## src/rtl/bcd_to_bin_seq.sv

```systemverilog
// Sequential packed-BCD to binary converter (reverse double-dabble).
// One shift step per clock; start/busy/done handshake with overflow and bad-digit flags.
module bcd_to_bin_seq #(
  parameter int NDIGITS = 5,
  parameter int WIDTH   = 16
) (
  input  logic                   clk,
  input  logic                   reset,
  input  logic                   start,
  input  logic [4*NDIGITS-1:0]   bcd,
  output logic [WIDTH-1:0]       bin,
  output logic                   busy,
  output logic                   done,
  output logic                   ovf,
  output logic                   err
);

  localparam int CNTW = $clog2(WIDTH + 1);
  localparam int BCDW = 4 * NDIGITS;
  localparam int SRW  = BCDW + WIDTH;

  typedef enum logic {IDLE, SHIFT} state_t;

  state_t           state_q;
  logic [SRW-1:0]   sr_q, sr_d;
  logic [CNTW-1:0]  cnt_q;
  logic [WIDTH-1:0] bin_q;
  logic             busy_q, done_q, ovf_q, err_q;
  logic             bad_digit;
  logic             last_step;

  always_comb begin
    bad_digit = 1'b0;
    for (int unsigned i = 0; i < NDIGITS; i++) begin
      if (bcd[4*i +: 4] > 4'd9) bad_digit = 1'b1;
    end
  end

  // Shift right, then pull each BCD nibble that received a carried-in 8 back into 0..9 range.
  always_comb begin
    sr_d = sr_q >> 1;
    for (int unsigned i = 0; i < NDIGITS; i++) begin
      if (sr_d[WIDTH + 4*i +: 4] >= 4'd8)
        sr_d[WIDTH + 4*i +: 4] = sr_d[WIDTH + 4*i +: 4] - 4'd3;
    end
  end

  assign last_step = (cnt_q == CNTW'(WIDTH - 1));

  always_ff @(posedge clk or negedge reset) begin
    if (!reset) begin
      state_q <= IDLE;
      sr_q    <= '0;
      cnt_q   <= '0;
      bin_q   <= '0;
      busy_q  <= 1'b0;
      done_q  <= 1'b0;
      ovf_q   <= 1'b0;
      err_q   <= 1'b0;
    end else begin
      done_q <= 1'b0;
      case (state_q)
        IDLE: begin
          if (start) begin
            if (bad_digit) begin
              done_q <= 1'b1;
              err_q  <= 1'b1;
              ovf_q  <= 1'b0;
              bin_q  <= '0;
            end else begin
              sr_q    <= {bcd, {WIDTH{1'b0}}};
              cnt_q   <= '0;
              err_q   <= 1'b0;
              busy_q  <= 1'b1;
              state_q <= SHIFT;
            end
          end
        end
        SHIFT: begin
          sr_q  <= sr_d;
          cnt_q <= cnt_q + CNTW'(1);
          if (last_step) begin
            bin_q   <= sr_d[WIDTH-1:0];
            ovf_q   <= |sr_d[SRW-1:WIDTH];
            busy_q  <= 1'b0;
            done_q  <= 1'b1;
            state_q <= IDLE;
          end
        end
        default: state_q <= IDLE;
      endcase
    end
  end

  assign bin  = bin_q;
  assign busy = busy_q;
  assign done = done_q;
  assign ovf  = ovf_q;
  assign err  = err_q;

endmodule

```

## config.mk

```make
export PLATFORM = sky130hd
export DESIGN_NAME = bcd_to_bin_seq
export DESIGN_NICKNAME = d
export VERILOG_FILES = /design/src/rtl/bcd_to_bin_seq.sv
export SDC_FILE = /design/constraint.sdc
export NUM_CORES = 1
export LEC_CHECK = 0
export ABC_CLOCK_PERIOD_IN_PS = 2300
export CAP_MARGIN = 20
export CORE_UTILIZATION = 40
export CTS_CLUSTER_DIAMETER = 80
export DETAILED_ROUTE_END_ITERATION = 12
export GPL_TIMING_DRIVEN = 0
export PLACE_DENSITY_LB_ADDON = 0.15
export SLEW_MARGIN = 10
export SYNTH_ARGS = -nofsm -noshare
export SYNTH_HDL_FRONTEND = slang
export SYNTH_SLANG_ARGS = --single-unit
```

## constraint.sdc

```tcl
create_clock -name clk -period 2.3 [get_ports clk]
set_input_delay 0.46 -clock clk [delete_from_list [all_inputs] [get_ports clk]]
set_output_delay 0.46 -clock clk [all_outputs]
set_load 0.02 [all_outputs]
```

Yosys cells after proc, flatten, opt, wreduce, memory -nomap -nowiden
Cells that the tools add are included.
{"block": "op_classes", "add_sub_neg": 6, "magnitude_cmp": 10, "n_eq_ne": 5, "muxes": 36, "bitwise_logic": 1, "reduce_logical": 5}
{"op": "36-bit 2-to-1 mux", "n": 2}
{"op": "36-bit one-hot mux with 2 select lines", "n": 1}
{"op": "16-bit 2-to-1 mux", "n": 3}
{"op": "16-bit one-hot mux with 2 select lines", "n": 1}
{"op": "4-bit > comparator (second input constant)", "n": 5}
{"op": "4-bit 2-to-1 mux", "n": 5}
{"op": "20-bit OR reduction", "n": 1}
{"op": "1-bit 2-to-1 mux", "n": 17}
{"op": "4-bit >= comparator (second input constant)", "n": 4}
{"op": "4-bit by 2-bit subtractor with 4-bit output (second input constant)", "n": 4}
{"op": "5-bit 2-to-1 mux", "n": 2}
{"op": "5-bit one-hot mux with 2 select lines", "n": 1}
{"op": "1-bit one-hot mux with 2 select lines", "n": 4}
{"op": "2-bit != test (second input constant)", "n": 3}
{"op": "3-bit AND reduction", "n": 2}
{"op": "5-bit by 1-bit adder with 5-bit output (second input constant)", "n": 1}
{"op": "5-bit by 4-bit equality test with 1-bit output (second input constant)", "n": 1}
{"op": "3-bit by 4-bit >= comparator with 1-bit output (second input constant)", "n": 1}
{"op": "2-bit AND reduction", "n": 2}
{"op": "3-bit by 2-bit subtractor with 4-bit output (second input constant)", "n": 1}
{"op": "2-bit by 1-bit != test with 1-bit output (second input constant)", "n": 1}
{"op": "1-bit inverter", "n": 1}
{"block": "word_totals", "reg_bits": 62, "out_inout_bits": 20}

Depth between registers and ports, before layout
Gate-level depths: netlist of run 1.
{"block": "depth", "word_depth": 9, "mapped_depth": 8}

Least setup slack after synthesis of run 1
OpenSTA, ideal clock, no wires.
{"block": "synth_path", "kind": "register -> register", "from": "register cnt_q[0]", "to": "register done_q, in the netlist done", "setup_time_ps": 127, "arrival_ps": 1580, "required_time_ps": 2173, "setup_slack_ps": 592, "path_stages_with_launch": 7, "n_path_buf": 1, "period_less_slack_ps": 1708, "path_cell_list": "dfrtp_1 > ha_1 > and3_1 > ha_1 > and2_1 > clkbuf_1 > or2_2"}
{"block": "synth_via", "elab_chain_cells": 3}
{"item": "start: declaration", "line_no": "26", "text": "logic [CNTW-1:0] cnt_q;"}
{"item": "start signal: assignment", "line_no": "81", "text": "cnt_q <= cnt_q + CNTW'(1);"}
{"item": "5-bit by 4-bit equality test with 1-bit output", "line_no": "48", "text": "assign last_step = (cnt_q == CNTW'(WIDTH - 1));"}
{"item": "1-bit 2-to-1 mux", "line_no": "82", "text": "if (last_step) begin"}
{"item": "1-bit one-hot mux with 2 select lines", "line_no": "62", "text": "case (state_q)"}
{"item": "end signal: assignment", "line_no": "61", "text": "done_q <= 1'b0;"}
{"item": "end signal: assignment", "line_no": "66", "text": "done_q <= 1'b1;"}
{"item": "end signal: assignment", "line_no": "86", "text": "done_q <= 1'b1;"}
{"item": "end: declaration", "line_no": "28", "text": "logic busy_q, done_q, ovf_q, err_q;"}
No other way between the ends.
A chain may end at the register's enable or synchronous reset.

Worst setup path in the final report of run 1
{"block": "layout_path", "from": "register cnt_q[0]", "to": "register ovf_q, in the netlist ovf"}
{"block": "layout_via", "elab_chain_cells": 3}
{"item": "5-bit by 4-bit equality test with 1-bit output", "line_no": "48"}
{"item": "2-bit by 1-bit != test with 1-bit output (no source line)"}
{"item": "3-bit AND reduction (no source line)"}
{"item": "end signal: assignment", "line_no": "84", "text": "ovf_q <= |sr_d[SRW-1:WIDTH];"}
{"item": "end: declaration", "line_no": "28"}
No other way between the ends.

==> metrics.md, run 1 <==
| Metric | Value |
|---|---|
| Pint | roughly 2.8 mW |
| Gr ovfl total | 0 |
| Routed len/inst | approximately 15 um |
| Synth warn | 0 |
| DIE HEIGHT | about 88 um |
| Drt initial violations | 175 |
| Worst Setup Slack, final | between 0.15 and 0.2 ns |
| Layout Nets | slightly above 400 |
| Vias in the first global route | approximately 2,400 |
| Row Count | 30 |
| Number of flops mapped to enable cells by yosys | 0 |
| Area Overhead vs Synth | 25.49% |
| Final setup viols | 0 |
| Clk network pwr share | 0.183 |
| Die area | about 0.0077 sq mm |
| RSZ-0062 raised after global routing | false |
| Maximum VDD drop | approximately 0.55 mV |
| Share of cells above drive strength 1 | 0.07235 |
| Power Dens Cells | around 1300 mW/mm^2 |
| DR pass1 iterations | 4 |
| Main synth FF type | dfrtp_1 |
| Post-CTS Hold Buffers | 0 |
| CP Class | reg -> reg |
| Drt total wl | between 7000 and 8000 um |
| CORE AREA | around 0.007 sq mm |
| Worst setup SP type | register |
| Clk sink count | 61 |
| HP Class | in -> async |
| Final Power | about 4.8 mW |
| Async SR Flop Fraction | 1.000 |
| CTS resizes | 0 |
| Worst-Skew Late Latency | between 0.3 and 0.4 ns |
| Required @ worst endpoint | 2.52 ns |
| Via density per instance | roughly 5 |
| Leak | 1.626 nW |
| Synthesized area | about 0.0030 sq mm |
| Syn_area_per_cell | approximately 9.0 sq um |
| Relative slew slack | 0.5148 |
| Pre-CTS WS | -0.2807 ns |
| Hold Fails Final Rpt | 0 |
| Final slew viol count | 0 |
| Via count | ~2,500 |
| Fmax | roughly 0.48 GHz |
| Layout fillers | approximately 650 |
| Period utilization | 0.9153 |
| Worst Path Arrival | 2.32 ns |
| Sequential cell area | around 0.0015 sq mm |
| Switching power | 1.915 mW |
| Post-route ant nets | 0 |
| Initial antenna violation count | 0 |
| Switching part of the total | 0.4024 |
| Port Buf Inserts | 42 |
| Sequential element share of the synthesized area | 0.5174 |
| Distinct cells, synth | 36 |
| FF+latch count, synth | 61 |
| TritonCTS buffer count | 9 |
| CP Capture Type | register |
| Post-CTS setup buffers | 0 |
| Slew @ Worst Pin | 0.7251 ns |
| Ports | 43 |
| Max Cap Viol | 0 |
| Die width | ~88 um |
| All-Layer GR Usage | 0.2051 |
| CTS root buf | clkbuf_8 |
| Min Tclk post-route | 2.105 ns |
| Multi-input gate area | 0.001301 sq mm |
| # diodes | 0 |
| Gpl congestion | about 0.81 |
| CTS tree | built |
| Worst-path clk slew | ~0.070 ns |
| First-pass GRT wire length | roughly 12,000 um |
| Mapped Cells | 328 |
| Status | finished, final reports clean |
| Clock Skews | roughly 0.0071 ns |
| Residual DRC count | 0 |
| Final cell utilization of the core | 0.5332 |
| Pin count of the biggest net entering global routing | just over 60 |
| DPL Wire Length | about 4800 um |
| H-tree depth | 3 |
| Starting density of the core | 0.4249 |
| Flop pwr share | 0.396 |
| Syn nets | between 300 and 400 |
| CTS Buffer Depth | 2 |
| Comb pwr share | 0.422 |
| Highest net fanout along the worst path | 8 |
[cells in the final DEF, fill, tap and decap left out, types with 4 or more instances in the layout]
cell,n
ha_1,10
clkbuf_1,18
nor2_1,19
a21oi_1,9
xnor2_1,8
a31oi_1,6
a221o_1,4
clkbuf_8,11
o21ai_0,9
inv_1,11
dfrtp_1,61
o21ai_1,33
buf_2,4
a22oi_1,6
clkdlybuf4s50_1,41
nand2_1,87
a21o_1,4
nor3_1,4
mux2i_1,4
[logic make-up (layout without fill, tap and decap cells)]
| logic type | Yosys count | count (layout) | share of synthesized area |
|---|---|---|---|
| adder cells (fa/ha/maj) | 10 | 10 | 0.04241 |
| AO/OA/AOI/OAI | 81 | 81 | 0.1679 |
| XOR/XNOR | 10 | 10 | 0.02969 |
| buffers and inverters | 33 | 92 | 0.04368 |
| multiplexers | 4 | 4 | 0.01357 |
| AND/OR/NAND/NOR | 129 | 129 | 0.1853 |
| flip-flops | 61 | 61 | 0.5174 |
[sequential cells by signal, indices dropped and copies added, names as in the netlist]
signal	flops
sr_q	35
ovf	1
state_q	1
cnt_q	5
err	1
busy	1
bin	16
done	1
[path summary, 6_finish.rpt]
| path | slack, ns | cells after the start | from | end |
|---|---|---|---|---|
| min in group clk | 0.50 | 1 | cnt_q[0] | cnt_q[0] |
| max reg2reg | 0.19 | 8 | cnt_q[0] | ovf |
| min reg2reg | 0.50 | 1 | cnt_q[0] | cnt_q[0] |
| min | 0.1 | 2 | reset | err |
| max in group asynchronous | 1.92 | 2 | reset | sr_q[31] |
| max | 0.19 | 8 | cnt_q[0] | ovf |
[cells in the mapped netlist, types with 3 or more instances]
cell,number,area share
buf_2,4,0.0068
nor2b_1,3,0.0064
nor3_1,4,0.0068
nor2_1,19,0.024
ha_1,10,0.042
or3_1,3,0.0064
inv_1,11,0.014
xnor2_1,8,0.024
o21ai_1,33,0.056
dfrtp_1,61,0.52
a21o_1,4,0.010
a221o_1,4,0.014
clkbuf_1,17,0.022
nand3_1,3,0.0051
a31oi_1,6,0.013
a21oi_1,9,0.015
a32oi_1,3,0.0089
a22oi_1,6,0.015
o21ai_0,9,0.015
nand2_1,87,0.11
mux2i_1,4,0.014
[cell type report]
type	count	area share
Sequential cell	61	0.4123
Multi-Input combinational cell	234	0.3515
Timing Repair Buffer	43	0.1203
Clock buffer	13	0.04292
Tap cell	96	0.03244
Buffer	21	0.02298
Inverter	12	0.01217
Clock inverter	3	0.005407
[worst max-delay path: stages (launching register included)]
cell and delay [ns]:
dfrtp_1 0.39, ha_1 0.19, and3_1 0.18, ha_1 0.16
nand2_1 0.23, nor4_2 0.32, o2111ai_1 0.18, nor4_1 0.26
nor3_1 0.08
[power by group through the flow]
stage | registers [mW] | clock network (mW) | logic (mW)
2_1_floorplan | 1.92 | 0 | 1.33
3_3_place_gp | 1.88 | 0 | 1.96
3_5_place_dp | 1.89 | 0 | 2.01
4_1_cts | 1.88 | 0.888 | 2.02
5_1_grt | 1.95 | 0.942 | 2.27
6_report | 1.88 | 0.868 | 2.01
[stage by stage]
step	hold WS [ns]	area [sq um]	instances	TNS [ns]
after global placement	0.4700	3491	466	-87.09
after global routing	0.1238	3702	483	0
after floorplan	0.1644	2950	328	0
after detailed placement	0.4836	3516	467	-4.046
after CTS	0.1143	3695	483	0
final	0.09895	3702	483	0
[routing by layer]
layer	track usage	wire (um)
met2	0.2953	3024
met4	0.05812	55
met1	0.3096	3563
met5	0	0
met3	0.04430	360
Note: power is estimated with default switching activity, not from simulation.
==> run 2: changes to the inputs <==
- CORE_MARGIN: default -> 2
==> run 2 against run 1 <==
Compared with the run above: global-route usage fell by 1.7 points; die area grew 4.6%; first-iteration DRC count increased by 27%; critical path depth stayed put; clock skew up 0.0081 ns; register-to-register slack hardly changed; combinational power barely moved; maximum frequency is 0.38% higher; largest cell class unchanged.
==> metrics.md, run 2 (synthesis gave the netlist of run 1 again) <==
| Metric | Value |
|---|---|
| Worst-Skew Late Latency | 0.34 ns (about the same) |
| Port Buf Inserts | 42 (unchanged) |
| Maximum VDD drop | 0.5746 mV (+5.3%) |
| Row Count | 31 (+3.3%) |
| All-Layer GR Usage | 0.1882 (-0.01690) |
| Relative slew slack | 0.4699 (-0.04497) |
| Vias in the first global route | 2,371 (+0.68%) |
| Die area | 0.008078 sq mm (+4.6%) |
| Ports | 43 (unchanged) |
| CP Capture Type | register |
| Max FFs per register | 35 (unchanged) |
| Gr ovfl total | 0 (unchanged) |
| Post-route ant nets | 0 (unchanged) |
| Period utilization | 0.9118 (-0.003497) |
| Gpl congestion | 0.8252 (+1.4%) |
| Most flops, register | sr_q |
| Sequential cell area | 0.001526 sq mm (unchanged) |
| Final slew viol count | 0 (unchanged) |
| DIE HEIGHT | 89.88 um (+2.3%) |
| Worst-path clk slew | 0.08 ns (about the same) |
| Most common cell after layout, fill and taps aside | nand2_1 |
| Multi-input gate area | 0.001316 sq mm (+1.2%) |
| Drt total wl | 7044 um (+0.57%) |
| Met3 GRT Util | 0.04275 (-0.001548) |
| CTS Buffer Depth | 2 (unchanged) |
| Area Overhead vs Synth | 27.18% |
| Worst Setup Slack, final | 0.2029 ns (+0.008043 ns) |
| Max Cap Viol | 0 (unchanged) |
| Share of cells above drive strength 1 | 0.07513 (+0.002778) |
| Required @ worst endpoint | 2.51 ns (about the same) |
| Starting density of the core | 0.4089 (-0.01592) |
| Worst Path Arrival | 2.31 ns (about the same) |
| Most used routing layer in global routing | met2 |
| DPL Wire Length | 4814 um (+0.77%) |
| Hold Fails Final Rpt | 0 (unchanged) |
| First-pass GRT wire length | 12,050 um (+1.5%) |
| CORE AREA | 0.007214 sq mm (+3.9%) |
| Routed len/inst | 14.52 um (+0.16%) |
| HP Class | in -> async |
| Leak | 1.644 nW (+1.1%) |
| Fmax | 0.4769 GHz (+0.38%) |
| Clk sink count | 61 (unchanged) |
| Power Dens Cells | 1342 mW/mm^2 (+4.4%) |
| Most frequent cells in the layout | nand2_1 (86), dfrtp_1 (61), clkdlybuf4s50_1 (41), o21ai_1 (33), nor2_1 (19) |
| Post-CTS Hold Buffers | 0 (unchanged) |
| DR pass1 iterations | 5 (+1) |
| H-tree depth | 3 (unchanged) |
| Via count | 2,464 (+0.12%) |
| Layout Nets | 414 (-0.24%) |
| Layout fillers | 710 (+9.4%) |
| Slew @ Worst Pin | 0.7952 ns (+0.07013 ns) |
| Pin count of the biggest net entering global routing | 62 (unchanged) |
| Min Tclk post-route | 2.097 ns (-0.008043 ns) |
| Post-CTS setup buffers | 0 (unchanged) |
| Worst setup SP type | register |
| Clock Skews | 0.01521 ns (+0.008107 ns) |
| Pre-CTS WS | -0.2617 ns (+0.01897 ns) |
| Residual DRC count | 0 (unchanged) |
| CTS root buf | clkbuf_8 |
| Via density per instance | 5.080 (-0.29%) |
| Post-route setup TNS | 0 ns (unchanged) |
| Initial antenna violation count | 0 (unchanged) |
| Status | finished, final reports clean |
| Final Power | 5.035 mW (+5.8%) |
| Drt initial violations | 222 (+27%) |
| RSZ-0062 raised after global routing | false |
| GR met2 Demand/Resource | 0.2948 (-0.0004551) |
| # diodes | 0 (unchanged) |
| GR Layer Usage met1 | 0.2628 (-0.04677) |
| Highest net fanout along the worst path | 8 (unchanged) |
| CP Class | reg -> reg |
| Die width | 89.88 um (+2.3%) |
| TritonCTS buffer count | 9 (unchanged) |
| Final setup viols | 0 (unchanged) |
| CTS tree | built |
[run 2: cell type report]
type | instances | area share
Timing Repair Buffer | 42 | 0.1114
Tap cell | 99 | 0.03301
Multi-Input combinational cell | 234 | 0.3508
Clock inverter | 6 | 0.02968
Sequential cell | 61 | 0.4068
Clock buffer | 10 | 0.03401
Buffer | 21 | 0.02234
Inverter | 12 | 0.01200
[run 2: metrics by stage]
step	area (sq um)	instances	hold WS [ns]	utilization
global route	3752	485	0.2501	0.5201
detailed placement	3492	469	0.4748	0.4840
finish	3752	485	0.1872	0.5201
CTS	3737	485	0.2272	0.5180
global placement	3495	469	0.4638	0.4844
floorplan	2950	328	0.1644	-
[run 2: where the power goes]
part	total, mW	switching [mW]	internal, mW	leakage, nW
clock network	1.15	0.429	0.720	0.116
registers	1.88	0.369	1.51	0.781
logic	2.01	1.13	0.883	0.747
total	5.03	1.93	3.11	1.64
[run 2: worst paths after layout]
path / cells after the start / end / from / slack [ns]
worst min-delay path: 1 / sr_q[23] / reset / 0.19
worst max-delay path: 8 / ovf / cnt_q[0] / 0.20
max in group asynchronous: 1 / sr_q[21] / reset / 1.55
worst max register to register: 8 / ovf / cnt_q[0] / 0.20
worst min register to register: 2 / bin[0] / sr_q[1] / 0.49
min in group clk: 2 / bin[0] / sr_q[1] / 0.49
[run 2: per-layer routing]
metal,vias up,routed length [um]
li1,1213,-
met1,1200,3376
met2,49,3367
met3,2,267
met4,0,32
met5,-,0
[run 2: what timing repair did]
| action | CTS | global route |
|---|---|---|
| setup endpoints to repair | 1 | 5 |
| gates cloned | 0 | 0 |
| pin swaps | 0 | 0 |
| resized for setup | 1 | 3 |
[run 2: worst max-delay path, stage by stage (launching register included)]
cell,delay (ns)
dfrtp_1,0.39
ha_1,0.19
and3_1,0.18
ha_1,0.18
nand2_2,0.17
nor4_2,0.30
o2111ai_1,0.21
nor4_2,0.27
nor3_1,0.08
